### config.mk
export PLATFORM = sky130hd
export DESIGN_NAME = vga_sync_gen
export DESIGN_NICKNAME = d
export VERILOG_FILES = /design/src/rtl/vga_sync_gen.sv
export SDC_FILE = /design/constraint.sdc
export NUM_CORES = 1
export LEC_CHECK = 0
export CAP_MARGIN = 10
export CELL_PAD_IN_SITES_DETAIL_PLACEMENT = 0
export CELL_PAD_IN_SITES_GLOBAL_PLACEMENT = 1
export CORE_AREA = 2 2 77 79
export CTS_BUF_LIST = sky130_fd_sc_hd__clkbuf_4
export DETAILED_ROUTE_END_ITERATION = 10
export DIE_AREA = 0 0 79 81
export GPL_TIMING_DRIVEN = 0
export MAX_ROUTING_LAYER = met4
export PLACE_DENSITY = 0.78
export SLEW_MARGIN = 20
export SYNTH_ARGS = -nofsm -noshare
export SYNTH_HDL_FRONTEND = slang
export SYNTH_SLANG_ARGS = --single-unit
export TNS_END_PERCENT = 50
### constraint.sdc
create_clock -name clk -period 2.8 [get_ports clk]
set_input_delay 0.56 -clock clk [delete_from_list [all_inputs] [get_ports clk]]
set_output_delay 0.56 -clock clk [all_outputs]
set_load 0.02 [all_outputs]
### src/rtl/vga_sync_gen.sv
// VGA timing source: pixel-rate divider, h/v scan counters and registered sync/blank decode.
// Optional frame counter output enabled by defining VGA_FRAME_CNT_EN.
module vga_sync_gen #(
   parameter int TICK_DIV  = 4,
   parameter int H_DISPLAY = 640,
   parameter int H_FRONT   = 16,
   parameter int H_SYNC    = 96,
   parameter int H_BACK    = 48,
   parameter int V_DISPLAY = 480,
   parameter int V_FRONT   = 10,
   parameter int V_SYNC    = 2,
   parameter int V_BACK    = 33
) (
   input  logic       clk,
   input  logic       reset_n,
   output logic       p_tick,
   output logic [9:0] pixel_x,
   output logic [9:0] pixel_y,
   output logic       video_on,
   output logic       hsync,
   output logic       vsync,
`ifdef VGA_FRAME_CNT_EN
   output logic       frame_start,
   output logic [7:0] frame_cnt
`else
   output logic       frame_start
`endif
);

   localparam int H_TOTAL = H_DISPLAY + H_FRONT + H_SYNC + H_BACK;
   localparam int V_TOTAL = V_DISPLAY + V_FRONT + V_SYNC + V_BACK;
   localparam int TW      = (TICK_DIV > 1) ? $clog2(TICK_DIV) : 1;

   localparam logic [TW-1:0] TICK_LAST = TW'(TICK_DIV - 1);
   localparam logic [9:0]    H_LAST    = 10'(H_TOTAL - 1);
   localparam logic [9:0]    V_LAST    = 10'(V_TOTAL - 1);
   localparam logic [9:0]    H_VIS     = 10'(H_DISPLAY);
   localparam logic [9:0]    V_VIS     = 10'(V_DISPLAY);
   localparam logic [9:0]    H_SYNC_LO = 10'(H_DISPLAY + H_FRONT);
   localparam logic [9:0]    H_SYNC_HI = 10'(H_DISPLAY + H_FRONT + H_SYNC - 1);
   localparam logic [9:0]    V_SYNC_LO = 10'(V_DISPLAY + V_FRONT);
   localparam logic [9:0]    V_SYNC_HI = 10'(V_DISPLAY + V_FRONT + V_SYNC - 1);

   logic [TW-1:0] tick_cnt_q, tick_cnt_d;
   logic          tick_wrap;
   logic [9:0]    x_nxt, y_nxt;
   logic          p_tick_q, p_tick_d;
   logic [9:0]    pixel_x_q, pixel_x_d;
   logic [9:0]    pixel_y_q, pixel_y_d;
   logic          video_on_q, video_on_d;
   logic          hsync_q, hsync_d;
   logic          vsync_q, vsync_d;
   logic          frame_start_q, frame_start_d;

   always_comb begin
      tick_wrap  = (tick_cnt_q == TICK_LAST);
      tick_cnt_d = tick_wrap ? '0 : tick_cnt_q + 1'b1;

      x_nxt = (pixel_x_q == H_LAST) ? '0 : pixel_x_q + 10'd1;
      y_nxt = pixel_y_q;
      if (pixel_x_q == H_LAST)
         y_nxt = (pixel_y_q == V_LAST) ? '0 : pixel_y_q + 10'd1;

      p_tick_d      = tick_wrap;
      pixel_x_d     = pixel_x_q;
      pixel_y_d     = pixel_y_q;
      video_on_d    = video_on_q;
      hsync_d       = hsync_q;
      vsync_d       = vsync_q;
      frame_start_d = 1'b0;

      // Decode from the next counter values so sync/blank register with the counters.
      if (tick_wrap) begin
         pixel_x_d     = x_nxt;
         pixel_y_d     = y_nxt;
         video_on_d    = (x_nxt < H_VIS) && (y_nxt < V_VIS);
         hsync_d       = !((x_nxt >= H_SYNC_LO) && (x_nxt <= H_SYNC_HI));
         vsync_d       = !((y_nxt >= V_SYNC_LO) && (y_nxt <= V_SYNC_HI));
         frame_start_d = (x_nxt == '0) && (y_nxt == '0);
      end
   end

   always_ff @(posedge clk or negedge reset_n) begin
      if (!reset_n) begin
         tick_cnt_q    <= '0;
         p_tick_q      <= 1'b0;
         pixel_x_q     <= '0;
         pixel_y_q     <= '0;
         video_on_q    <= 1'b0;
         hsync_q       <= 1'b1;
         vsync_q       <= 1'b1;
         frame_start_q <= 1'b0;
      end else begin
         tick_cnt_q    <= tick_cnt_d;
         p_tick_q      <= p_tick_d;
         pixel_x_q     <= pixel_x_d;
         pixel_y_q     <= pixel_y_d;
         video_on_q    <= video_on_d;
         hsync_q       <= hsync_d;
         vsync_q       <= vsync_d;
         frame_start_q <= frame_start_d;
      end
   end

   assign p_tick      = p_tick_q;
   assign pixel_x     = pixel_x_q;
   assign pixel_y     = pixel_y_q;
   assign video_on    = video_on_q;
   assign hsync       = hsync_q;
   assign vsync       = vsync_q;
   assign frame_start = frame_start_q;

`ifdef VGA_FRAME_CNT_EN
   logic [7:0] frame_cnt_q, frame_cnt_d;

   always_comb begin
      frame_cnt_d = frame_start_d ? frame_cnt_q + 8'd1 : frame_cnt_q;
   end

   always_ff @(posedge clk or negedge reset_n) begin
      if (!reset_n) frame_cnt_q <= '0;
      else          frame_cnt_q <= frame_cnt_d;
   end

   assign frame_cnt = frame_cnt_q;
`endif

endmodule
==> reports/results.txt, run 1 <==
The run finished with clean final reports. Synthesis produced 223 cells. The dominant synthesized flop cell was sky130_fd_sc_hd__dfrtp_1. The number of clock buffers added by TritonCTS is 3. Tracing the worst setup path back leads to its startpoint at pixel_x[1]. The tools report the share of the yosys chip area belonging to registers as 36.3%.

The beginning of the worst register-to-register path was pixel_x[1]. For the achievable frequency, the log shows 375 MHz. The CTS sink count was 27; the slew at the pin closest to its max-slew limit was 0.614 ns.

The floorplan core area was 0.00568 mm². For the number of global-route vias before repair, the log shows 1,652. In the synthesized netlist the async set-or-reset flop fraction comes to 100%. The total overflow left after global routing is 0. Flop-to-flop setup slack: 0.14 ns. Across the run, the number of max-cap violations was 0.

The post-CTS clock slew at the launch and capture registers of the worst setup and hold paths came out at 0.16 ns. Of all nets on the critical path, the largest fanout is 7. STA classifies the critical path endpoint as a flop. Final worst clock skew: 0.0100 ns.

The synthesized flop and latch total was 27. The endpoint of the worst-slack reg-to-reg timing path is frame_start. The post-route worst setup slack is 0.136 ns.

The first global-routing pass estimated 8380 µm of wire. The filler cells instantiated in the layout total 616. Routability-driven placement finished with a final weighted congestion of 0.880.

Counting flops with a built-in enable in the synthesized netlist gives 0. The critical path endpoint was frame_start. The ratio of cells with drive above 1 in the final layout came out at 9.13%. The multi-input combinational cells in the finished layout cover a total of 0.00111 mm². The number of search-and-repair iterations in the first detailed-routing pass was 4; the average size of a mapped cell was 8.39 µm². The initial utilization of the core area, before any placement, comes to 33.0%. After detailed routing, the number of remaining DRC violations is 0. The tools report the element type at the critical path start as a flop. The number of vias after detailed routing is 1,766, and the path depth of the worst reg2reg path is 7. From synthesis to final layout, the design area changed by 20.7%. From left edge to right edge, the die measures 79 µm. Type of the tightest min-delay check: primary input to async pin. The share of Yosys cell area claimed by the top area cell type came out at 33.4%. The run gives 0.142 mV as the peak ir drop on the vdd network. At the end of the flow, the number of nets in the layout was 261. The tools report the die area as 0.00640 mm².

Measured along the y axis, the die boundary spans 81 µm. The cell sitting at the root of the clock tree is a sky130_fd_sc_hd__clkbuf_4. The worst path uses 95.2% of the clock period.

The library cells used most frequently in the layout, excluding fill and tap cells, are sky130_fd_sc_hd__nand2_1, sky130_fd_sc_hd__clkdlybuf4s50_1, sky130_fd_sc_hd__dfrtp_1. The max-slew violation total from the final report was 0. The run gives 0 as the count of antenna diodes in the layout. The number of setup buffers added after CTS is 0.

The logs give 28 for the pin count of the biggest net entering global routing and 0 for the initial antenna violation count. The post-route worst hold slack was 0.201 ns; the maximum clock path buffer count was 2. The reported leakage power is 0.878 nW.

The finished layout holds 327 standard cells, fillers aside. Dividing total power by cell area gives a power density of 256 mW/mm². Setup repair after global routing left no endpoint under its margin. The run gives 0 as the number of setup violations in the final report. After detailed placement, the design holds a cell count of 324.

Post-detailed-routing wire length: 5110 µm. Signal arrival time at the worst endpoint: 2.91 ns. After synthesis, the cell types taking the most area are sky130_fd_sc_hd__dfrtp_1, sky130_fd_sc_hd__nand2_1, sky130_fd_sc_hd__ha_1. Dividing the detail-routed wire length by the instance count gives 15.6 µm.

Leaving out fill and tap cells, the most frequent cell in the layout is sky130_fd_sc_hd__nand2_1. Detailed placement finished with a half-perimeter wire length of 3780 µm. Pin placement for this block handled 27 I/O pins. The synthesized design spends more area on one cell type than any other, namely sky130_fd_sc_hd__dfrtp_1. For the cell area after synthesis, the log shows 0.00187 mm². In this run the tightest slew margin relative to its limit is 59.1%. At the worst endpoint, the required time is 3.04 ns.

The logs give -0.0335 ns for the worst slack at placement and 231 for the number of nets produced by synthesis. Across the whole layout, storage elements account for 679 µm². The fraction of the core area covered by cells at the end of the flow was 39.8%; the final critical path time including I/O delays and setup was 2.66 ns. Count of unique library cells instantiated by Yosys: 54.

TritonCTS built the clock tree. The tools report the total routing usage reported by global routing as 17.1%. Dividing the detail-routed via count by the number of cells gives 5.40.

The count of endpoints failing hold in the final timing report is 0, and the number of nets with antenna violations after detailed routing is 0. Yosys printed 0 warnings. The number of H-tree branching levels is 1.

Later-pin clock latency in the skew report: 0.34 ns. The start-to-end type of the worst setup path was flop to flop. The initialized floorplan defines 28 standard-cell rows.

The tools report the count of routing violations after the opening detailed-route iteration as 112. The count of buffers from port buffering is 26.
## flip-flops by register name, summed over array words and instances, names as in the netlist
signal       flops
vsync            1
frame_start      1
pixel_x         10
tick_cnt_q       2
hsync            1
pixel_y         10
p_tick           1
video_on         1
## cell families (layout without fill, tap and decap cells)
logic type                 Yosys count  count (layout)  share of synthesized area, %
AOI/OAI and AO/OA                   53              53                          18.7
xor gates and xnor gates            10              10                          4.68
adders and majority gates            6               6                          4.01
buffers and inverters               21              50                          5.22
DFF                                 27              27                          36.3
muxes                                2               2                          1.07
and+or+nand+nor                    104             104                          30.0
## Yosys cell counts (all sizes together), types with 5 or more instances
master / instances
nand2: 28
dfrtp: 25
nor2: 20
o21ai: 15
nand3: 13
a21oi: 10
buf: 10
xnor2: 8
o31ai: 7
and3: 6
clkbuf: 6
ha: 6
inv: 5
## layout make-up
cell class	instances	area share (%)
timing repair buffer	26	11.3
clock buffer	3	0.998
sequential	27	30.1
tap	75	4.16
clock inverter	1	0.222
inverter	5	0.831
buffer	15	3.33
multi-input combinational	175	49.1
## timing repair
item,CTS,global route
gates resized for setup,1,3
setup endpoints to repair,1,2
hold buffers,0,0
## stage by stage
stage               area [µm²]  total power, mW  TNS (ns)
finish                    2260            0.577         0
floorplan                 1870            0.397         0
detailed placement        2220            0.406   -0.0335
CTS                       2250            0.588         0
global route              2260            0.600         0
global placement          2220            0.407   -0.0424
## worst max-delay path, cell delays in order (launching register included)
cell	delay, ns
sky130_fd_sc_hd__dfrtp_1	0.48
sky130_fd_sc_hd__ha_2	0.31
sky130_fd_sc_hd__nand4_1	0.20
sky130_fd_sc_hd__nor4_2	0.42
sky130_fd_sc_hd__mux2i_2	0.35
sky130_fd_sc_hd__o211ai_1	0.14
sky130_fd_sc_hd__or3_1	0.35
sky130_fd_sc_hd__nor4b_2	0.32
## power by group
| part | switching (mW) | total, mW | internal (mW) |
|---|---|---|---|
| Combinational | 0.00743 | 0.00793 | 0.000500 |
| Clock | 0.125 | 0.179 | 0.0538 |
| Sequential | 0 | 0.390 | 0.390 |
| Total | 0.132 | 0.577 | 0.445 |
## worst min-delay path by stage
stage	end	slack [ns]	depth (start not counted)
3_5_place_dp	tick_cnt_q[0]	0.42	1
3_3_place_gp	tick_cnt_q[0]	0.41	1
6_report	pixel_x[4]	0.20	1
2_1_floorplan	frame_start	0.26	0
4_1_cts	pixel_x[4]	0.22	1
5_1_grt	pixel_x[2]	0.24	1
## routing by layer
layer	up-vias	GRT usage [%]	wire length [µm]
met5	-	-	0
met1	849	23.3	2400
met3	5	1.67	205
met4	0	5.00	51
li1	867	-	-
met2	45	27.2	2450
(Power assumes the default switching activity.)
==> run 2: changes to the inputs <==
Settings changed: CORE_AREA 2 2 77 79 to 2 2 84 86, DIE_AREA 0 0 79 81 to 0 0 86 88, PLACE_DENSITY 0.78 to 0.69.
==> run 2 against run 1 <==
Maximum frequency is 3.1% higher. First-iteration DRC count decreased by 8.9%. Largest cell class unchanged. Cell area grew 0.39%. Critical path depth is 2 higher. Global-route usage fell by 2.0 points. Critical path type unchanged. Clock skew decreased by 0.0030 ns. Sequential share of layout area down 0.12 points. Worst setup slack better by 0.080 ns. Clock power is 11% higher.
==> reports/results.txt, run 2 (same netlist as run 1, synthesis figures left out) <==
The count of filler cells inserted in the layout is 702 (was 616), and the signal arrival time at the worst endpoint is 2.84 ns (was 2.91 ns). The number of global-route vias before repair came out at 1,631 (was 1,652). The layout overhead on the synthesized area was 21.1% (was 20.7%); the pin count of the biggest net entering global routing was 28 (unchanged).

Switching power: 0.140 mW (was 0.132 mW). Setup repair after global routing left no endpoint under its margin. The worst-path cell with the longest stage delay is sky130_fd_sc_hd__dfrtp_1 (unchanged). The mean number of vias per cell is 5.30 (was 5.40).

For the achievable frequency, the log shows 387 MHz (was 375 MHz). The number of standard-cell rows in the floorplan is 30 (was 28). The final layout net count was 261 (unchanged).

The slew at the pin closest to its max-slew limit is 0.634 ns (was 0.614 ns), and the total area of multi-input combinational cells is 0.00111 mm² (unchanged). The run gives 0 (unchanged) as the number of nets with antenna violations after detailed routing. For the floorplan core area, the log shows 0.00664 mm² (was 0.00568 mm²). The net switching fraction of the power works out to 23.5% (was 22.9%). The logs give 0.852 (was 0.880) for the routability congestion estimate and 0 ns (unchanged) for the aggregate negative setup slack. For the reported leakage power, the log shows 0.879 nW (was 0.878 nW).

Final period utilization: 92.3% (was 95.2%). The storage element area is 679 µm² (unchanged), and the post-route worst setup slack is 0.216 ns (was 0.136 ns). For the post-route worst hold slack, the log shows 0.205 ns (was 0.201 ns). For the number of remaining DRC errors, the log shows 0 (unchanged).

The count of hold-fix buffers inserted at cts came out at 0 (unchanged). The element type at the critical path start was a flop (unchanged). The number of buffers added by the clock tree synthesis step is 3 (unchanged).

The run gives 0.00757 mm² (was 0.00640 mm²) as the die area. The global-route wire length before repair is 8640 µm (was 8380 µm). The proportion of power drawn by flip-flops and latches is 65.4% (was 67.6%), and the count of antenna diodes in the layout is 0 (unchanged). The number of H-tree branching levels was 1 (unchanged).

Overall power: 0.597 mW (was 0.577 mW). The beginning of the worst register-to-register path was pixel_x[1] (unchanged). Critical Path, Cell by Cell: ha_2, and4_1, buf_4, nand3_2, buf_6, a31oi_2, o211ai_1, or3_1, nor4b_2 (was ha_2, nand4_1, nor4_2, mux2i_2, o211ai_1, or3_1, nor4b_2). Leading cell type in the layout, fill and taps excluded: sky130_fd_sc_hd__nand2_1 (unchanged).

The power density normalized to cell area is 263 mW/mm² (was 256 mW/mm²). Number of standard cells in the final layout excluding fillers: 332 (was 327). Number of I/O pins: 27 (unchanged).

The CTS sink count came out at 27 (unchanged). The height of the die was 88 µm (was 81 µm); the max-slew violation total from the final report was 0 (unchanged). TritonCTS built the clock tree.

Die boundary width: 86 µm (was 79 µm). The largest fanout on the critical path is 10 (was 7), and the count of buffers from port buffering is 26 (unchanged). The path depth of the worst reg2reg path is 9 (was 7), and the number of maximum-capacitance constraint violations is 0 (unchanged). The logs give 33.2% (was 31.0%) for the clock group share of total power and 1.4% (about the same) for the combinational power share. The start-to-end type of the worst setup path was flop to flop (unchanged).

The required time at the worst-slack endpoint is 3.06 ns (was 3.04 ns), and the ratio of cells with drive above 1 in the final layout is 9.13% (unchanged). The type of the tightest min-delay check is primary input to async pin (unchanged). The final worst clock skew is 0.00703 ns (was 0.0100 ns). The final critical path time including I/O delays and setup was 2.58 ns (was 2.66 ns); the placed wire-length estimate was 3900 µm (was 3780 µm).

Post-CTS clock slew at the launch and capture registers of the worst setup and hold paths: 0.17 ns (was 0.16 ns). The tools report the number of cells in the design after placement as 329 (was 324). Routed wire length per instance: 16.0 µm (was 15.6 µm). Post-detailed-routing wire length: 5310 µm (was 5110 µm). The count of routing violations after the opening detailed-route iteration is 102 (was 112), and the worst-case headroom to the max-slew limit is 57.7% (was 59.1%).

The maximum clock path buffer count is 2 (unchanged), and the total routing usage reported by global routing is 15.1% (was 17.1%). Root buffer cell: sky130_fd_sc_hd__clkbuf_4 (unchanged). The critical path endpoint category was a flop (unchanged). The flow ran to the end, and the final reports show no timing, DRC or antenna violations. The run gives 0 (unchanged) as the number of setup violations in the final report. Count of endpoints failing hold in the final timing report: 0 (unchanged). Most frequent cells in the layout: sky130_fd_sc_hd__nand2_1, sky130_fd_sc_hd__clkdlybuf4s50_1, sky130_fd_sc_hd__dfrtp_1 (unchanged). The tools report the endpoint of the worst-slack reg-to-reg timing path as frame_start (unchanged).

The internal power was 0.457 mW (was 0.445 mW). The run gives 1,760 (was 1,766) as the number of vias after detailed routing. The effective utilization at floorplan was 28.2% (was 33.0%); the initial antenna violation count was 0 (unchanged).

The tools report the peak ir drop on the vdd network as 0.189 mV (was 0.142 mV). The run gives 0 (unchanged) as the total congestion overflow after global routing. The tools report the worst slack at placement as -0.0790 ns (was -0.0335 ns). The number of search-and-repair iterations in the first detailed-routing pass is 4 (unchanged).

The maximum cell stage delay along the critical path came out at 0.48 ns (about the same). The later-pin clock latency in the skew report is 0.34 ns (about the same), and the flop-to-flop setup slack is 0.22 ns (was 0.14 ns).
[run 2: worst max path at each step]
stage | startpoint | end | slack, ns | cells past startpoint
after global placement | pixel_y[1] | frame_start | -0.11 | 8
after CTS | pixel_x[1] | frame_start | 0.04 | 7
final | pixel_x[1] | frame_start | 0.22 | 9
after floorplan | pixel_y[1] | frame_start | 0.43 | 8
after detailed placement | pixel_y[1] | frame_start | -0.08 | 8
after global routing | pixel_x[8] | frame_start | 0.006 | 7
[run 2: cell type report]
class                      instances  area share (%)
timing repair buffer              26            11.3
clock buffer                       4            1.33
multi-input combinational        175            48.9
sequential                        27            30.0
inverter                           5           0.828
tap                               80            4.42
buffer                            15            3.31
[run 2: power by group through the flow]
stage	logic, mW	clock network [mW]	registers, mW
6_report	0.00818	0.198	0.390
5_1_grt	0.0103	0.223	0.391
4_1_cts	0.00907	0.205	0.390
3_5_place_dp	0.00905	0	0.397
3_3_place_gp	0.00977	0	0.397
2_1_floorplan	0.000000421	0	0.397
[run 2: through the flow]
step	util [%]	instance area, µm²
finish	34.1	2270
global route	34.1	2270
CTS	33.9	2250
detailed placement	33.5	2230
global placement	33.6	2230
floorplan	-	1870
[run 2: layer usage]
layer	vias up	global-route usage (%)	wire length, µm
li1	869	-	-
met1	846	20.6	2600
met2	43	24.0	2480
met3	2	2.54	212
met4	0	2.16	21
met5	-	-	0
[run 2: critical path, delay by kind of cell, from the launching register on]
kind / cells / cell delay, ns
adders and majority gates: 1 / 0.30
buffers and inverters: 2 / 0.33
AOI/OAI and AO/OA: 2 / 0.43
and+or+nand+nor: 4 / 0.96
DFF: 1 / 0.48
[run 2: timing repair]
action / in CTS / in global routing
pin swaps: 0 / 0
setup endpoints to repair: 1 / 2
buffers inserted: 0 / 0
endpoints found under the hold margin: 0 / 0
resized for setup: 1 / 3
==> run 3: changes to the inputs <==
Clock period 2.8 ns to 3.17 ns, I/O delays scaled along.
==> run 3 against run 2 <==
Routed wire length down 1.2%. Power down 12%. Count of clock-buffer cells in the layout unchanged. Clock skew down 0.0021 ns. Cell count up 0.30%. Register-to-register slack better by 0.08 ns. Global-route usage unchanged. Critical path depth down 1. Sequential share of layout area up 0.078 points. Largest power group unchanged. Core utilization down 0.15 points. Flip-flop and latch count unchanged. Combinational power down 11%.
==> reports/results.txt, run 3 (same netlist as run 1, synthesis figures left out) <==
The worst slack at placement was 0.291 ns (was -0.0790 ns). The final period utilization was 90.7% (was 92.3%); the number of H-tree branching levels was 1 (unchanged). The tools report the number of I/O pins as 27 (unchanged). The largest fanout on the critical path was 10 (unchanged). The tools report the root buffer cell as sky130_fd_sc_hd__clkbuf_4 (unchanged). For the CTS sink count, the log shows 27 (unchanged).

The final critical path time including I/O delays and setup works out to 2.88 ns (was 2.58 ns). The maximum cell stage delay along the critical path came out at 0.57 ns (was 0.48 ns). The amount of wire on met3 after detailed routing came out at 226 µm (was 212 µm). The post-detailed-routing wire length is 5250 µm (was 5310 µm), and the height of the die is 88 µm (unchanged). The die area is 0.00757 mm² (unchanged), and the layout overhead on the synthesized area is 20.6% (was 21.1%).

The number of buffers added by the clock tree synthesis step was 3 (unchanged). TritonCTS built the clock tree. The effective utilization at floorplan came out at 28.2% (unchanged).

The worst-path cell with the longest stage delay is sky130_fd_sc_hd__dfrtp_1 (unchanged). For the total routing usage reported by global routing, the log shows 15.1% (unchanged). Most frequent cells in the layout: sky130_fd_sc_hd__nand2_1, sky130_fd_sc_hd__dfrtp_1, sky130_fd_sc_hd__clkdlybuf4s50_1 (was sky130_fd_sc_hd__nand2_1, sky130_fd_sc_hd__clkdlybuf4s50_1, sky130_fd_sc_hd__dfrtp_1). The maximum clock path buffer count is 2 (unchanged), and the signal arrival time at the worst endpoint is 3.13 ns (was 2.84 ns). The category of cells accounting for the largest share of critical-path delay is simple AND/OR/NAND/NOR gates (unchanged). The element type at the critical path start is a flop (unchanged).

The die boundary width was 86 µm (unchanged); the total length of routed met2 wires was 2450 µm (was 2480 µm). For the later-pin clock latency in the skew report, the log shows 0.34 ns (about the same). Count of hold-fix buffers inserted at cts: 0 (unchanged). Required time at the worst-slack endpoint: 3.43 ns (was 3.06 ns). The count of routing violations after the opening detailed-route iteration is 127 (was 102). Critical Path, Cell by Cell: ha_1, clkbuf_1, nand4bb_1, nor4_1, mux2i_1, o211ai_1, or3_1, nor4b_2 (was ha_2, and4_1, buf_4, nand3_2, buf_6, a31oi_2, o211ai_1, or3_1, nor4b_2).

Total congestion overflow after global routing: 0 (unchanged). The routability congestion estimate came out at 0.852 (unchanged). The critical path buffer and inverter count was 1 (was 2); the post-route worst setup slack was 0.295 ns (was 0.216 ns). The critical path endpoint category was a flop (unchanged). The number of search-and-repair iterations in the first detailed-routing pass was 4 (unchanged); the number of nets with antenna violations after detailed routing was 0 (unchanged). The logs give 0 (unchanged) for the initial antenna violation count and 0.00496 ns (was 0.00703 ns) for the final worst clock skew. The top routing layer in use is met4 (unchanged). The achievable frequency was 348 MHz (was 387 MHz).

The endpoint of the worst-slack reg-to-reg timing path was frame_start (unchanged). The tools report the final layout net count as 262 (was 261). The worst-case headroom to the max-slew limit was 57.6% (was 57.7%); the slew at the pin closest to its max-slew limit was 0.636 ns (was 0.634 ns). The number of vias after detailed routing was 1,755 (was 1,760). The run gives 34.0% (was 34.1%) as the fraction of the core area covered by cells at the end of the flow. Count of endpoints failing hold in the final timing report: 0 (unchanged). The run gives 1,629 (was 1,631) as the number of global-route vias before repair.

The flow ran to the end, and the final reports show no timing, DRC or antenna violations. The logs give 3900 µm (unchanged) for the placed wire-length estimate and 0 (unchanged) for the buffers inserted during post-CTS setup optimization. The count of antenna diodes in the layout is 0 (unchanged). The peak ir drop on the vdd network is 0.168 mV (was 0.189 mV).

Routed wire length per instance: 15.8 µm (was 16.0 µm). The detailed-routing wirelength on met1 came out at 2550 µm (was 2600 µm). Setup repair after global routing left no endpoint under its margin. The run gives 0 (unchanged) as the number of maximum-capacitance constraint violations. The reported leakage power is 0.884 nW (was 0.879 nW). The global-route wire length before repair is 8640 µm (unchanged). The floorplan core area is 0.00664 mm² (unchanged), and the power density normalized to cell area is 234 mW/mm² (was 263 mW/mm²).

The start-to-end type of the worst setup path is flop to flop (unchanged). The ratio of cells with drive above 1 in the final layout is 7.51% (was 9.13%). The type of the tightest min-delay check was primary input to async pin (unchanged). The aggregate negative setup slack is 0 ns (unchanged). The tools report the beginning of the worst register-to-register path as pixel_y[1] (was pixel_x[1]). The tools report the number of standard-cell rows in the floorplan as 30 (unchanged). The mean number of vias per cell works out to 5.27 (was 5.30). Leading cell type in the layout, fill and taps excluded: sky130_fd_sc_hd__nand2_1 (unchanged).

The logs give 0 (was 1) for the post-cts resize count and 0 (unchanged) for the number of setup violations in the final report. The number of remaining DRC errors was 0 (unchanged); the count of buffers from port buffering was 26 (unchanged). The flop-to-flop setup slack was 0.29 ns (was 0.22 ns). The post-CTS clock slew at the launch and capture registers of the worst setup and hold paths is 0.17 ns (about the same). The max-slew violation total from the final report was 0 (unchanged).

Pin count of the biggest net entering global routing: 28 (unchanged). The path depth of the worst reg2reg path is 8 (was 9).
[run 3: through the flow]
step / hold slack, ns / cells / total power, mW / area, µm²
final: 0.280 / 333 / 0.528 / 2260
after floorplan: 0.338 / 223 / 0.351 / 1870
after global routing: 0.318 / 333 / 0.551 / 2260
after global placement: 0.414 / 329 / 0.360 / 2230
after CTS: 0.305 / 333 / 0.534 / 2260
after detailed placement: 0.424 / 329 / 0.359 / 2230
[run 3: area by class of cell]
class	count	area [µm²]
clock buffer	4	30.0
multi-input combinational	175	1090
sequential	27	678
timing repair buffer	26	255
buffer	16	78.8
tap	80	100
inverter	5	18.8
fill	706	4390
[run 3: worst reg2reg max path: stages (launching register included)]
cell	delay (ns)
sky130_fd_sc_hd__dfrtp_1	0.57
sky130_fd_sc_hd__ha_1	0.21
sky130_fd_sc_hd__clkbuf_1	0.34
sky130_fd_sc_hd__nand4bb_1	0.15
sky130_fd_sc_hd__nor4_1	0.35
sky130_fd_sc_hd__mux2i_1	0.37
sky130_fd_sc_hd__o211ai_1	0.15
sky130_fd_sc_hd__or3_1	0.35
sky130_fd_sc_hd__nor4b_2	0.31
[run 3: routing by layer]
| layer | up-vias | global-route usage, % |
|---|---|---|
| met5 | - | - |
| met4 | 0 | 2.16 |
| met3 | 2 | 2.54 |
| met2 | 42 | 24.0 |
| met1 | 844 | 20.6 |
| li1 | 867 | - |
[run 3: how the worst max path moves through the flow]
| stage | from | end | slack (ns) | cells past startpoint |
|---|---|---|---|---|
| floorplan | pixel_y[1] | frame_start | 0.80 | 8 |
| CTS | pixel_y[1] | frame_start | 0.26 | 8 |
| finish | pixel_y[1] | frame_start | 0.29 | 8 |
| global route | pixel_y[1] | frame_start | 0.05 | 8 |
| global placement | pixel_y[1] | frame_start | 0.26 | 8 |
| detailed placement | pixel_y[1] | frame_start | 0.29 | 8 |
[run 3: where the power goes]
group          switching [mW]  internal [mW]  total, mW
clock network           0.118         0.0580      0.176
registers                   0          0.345      0.345
logic                 0.00680       0.000442    0.00724
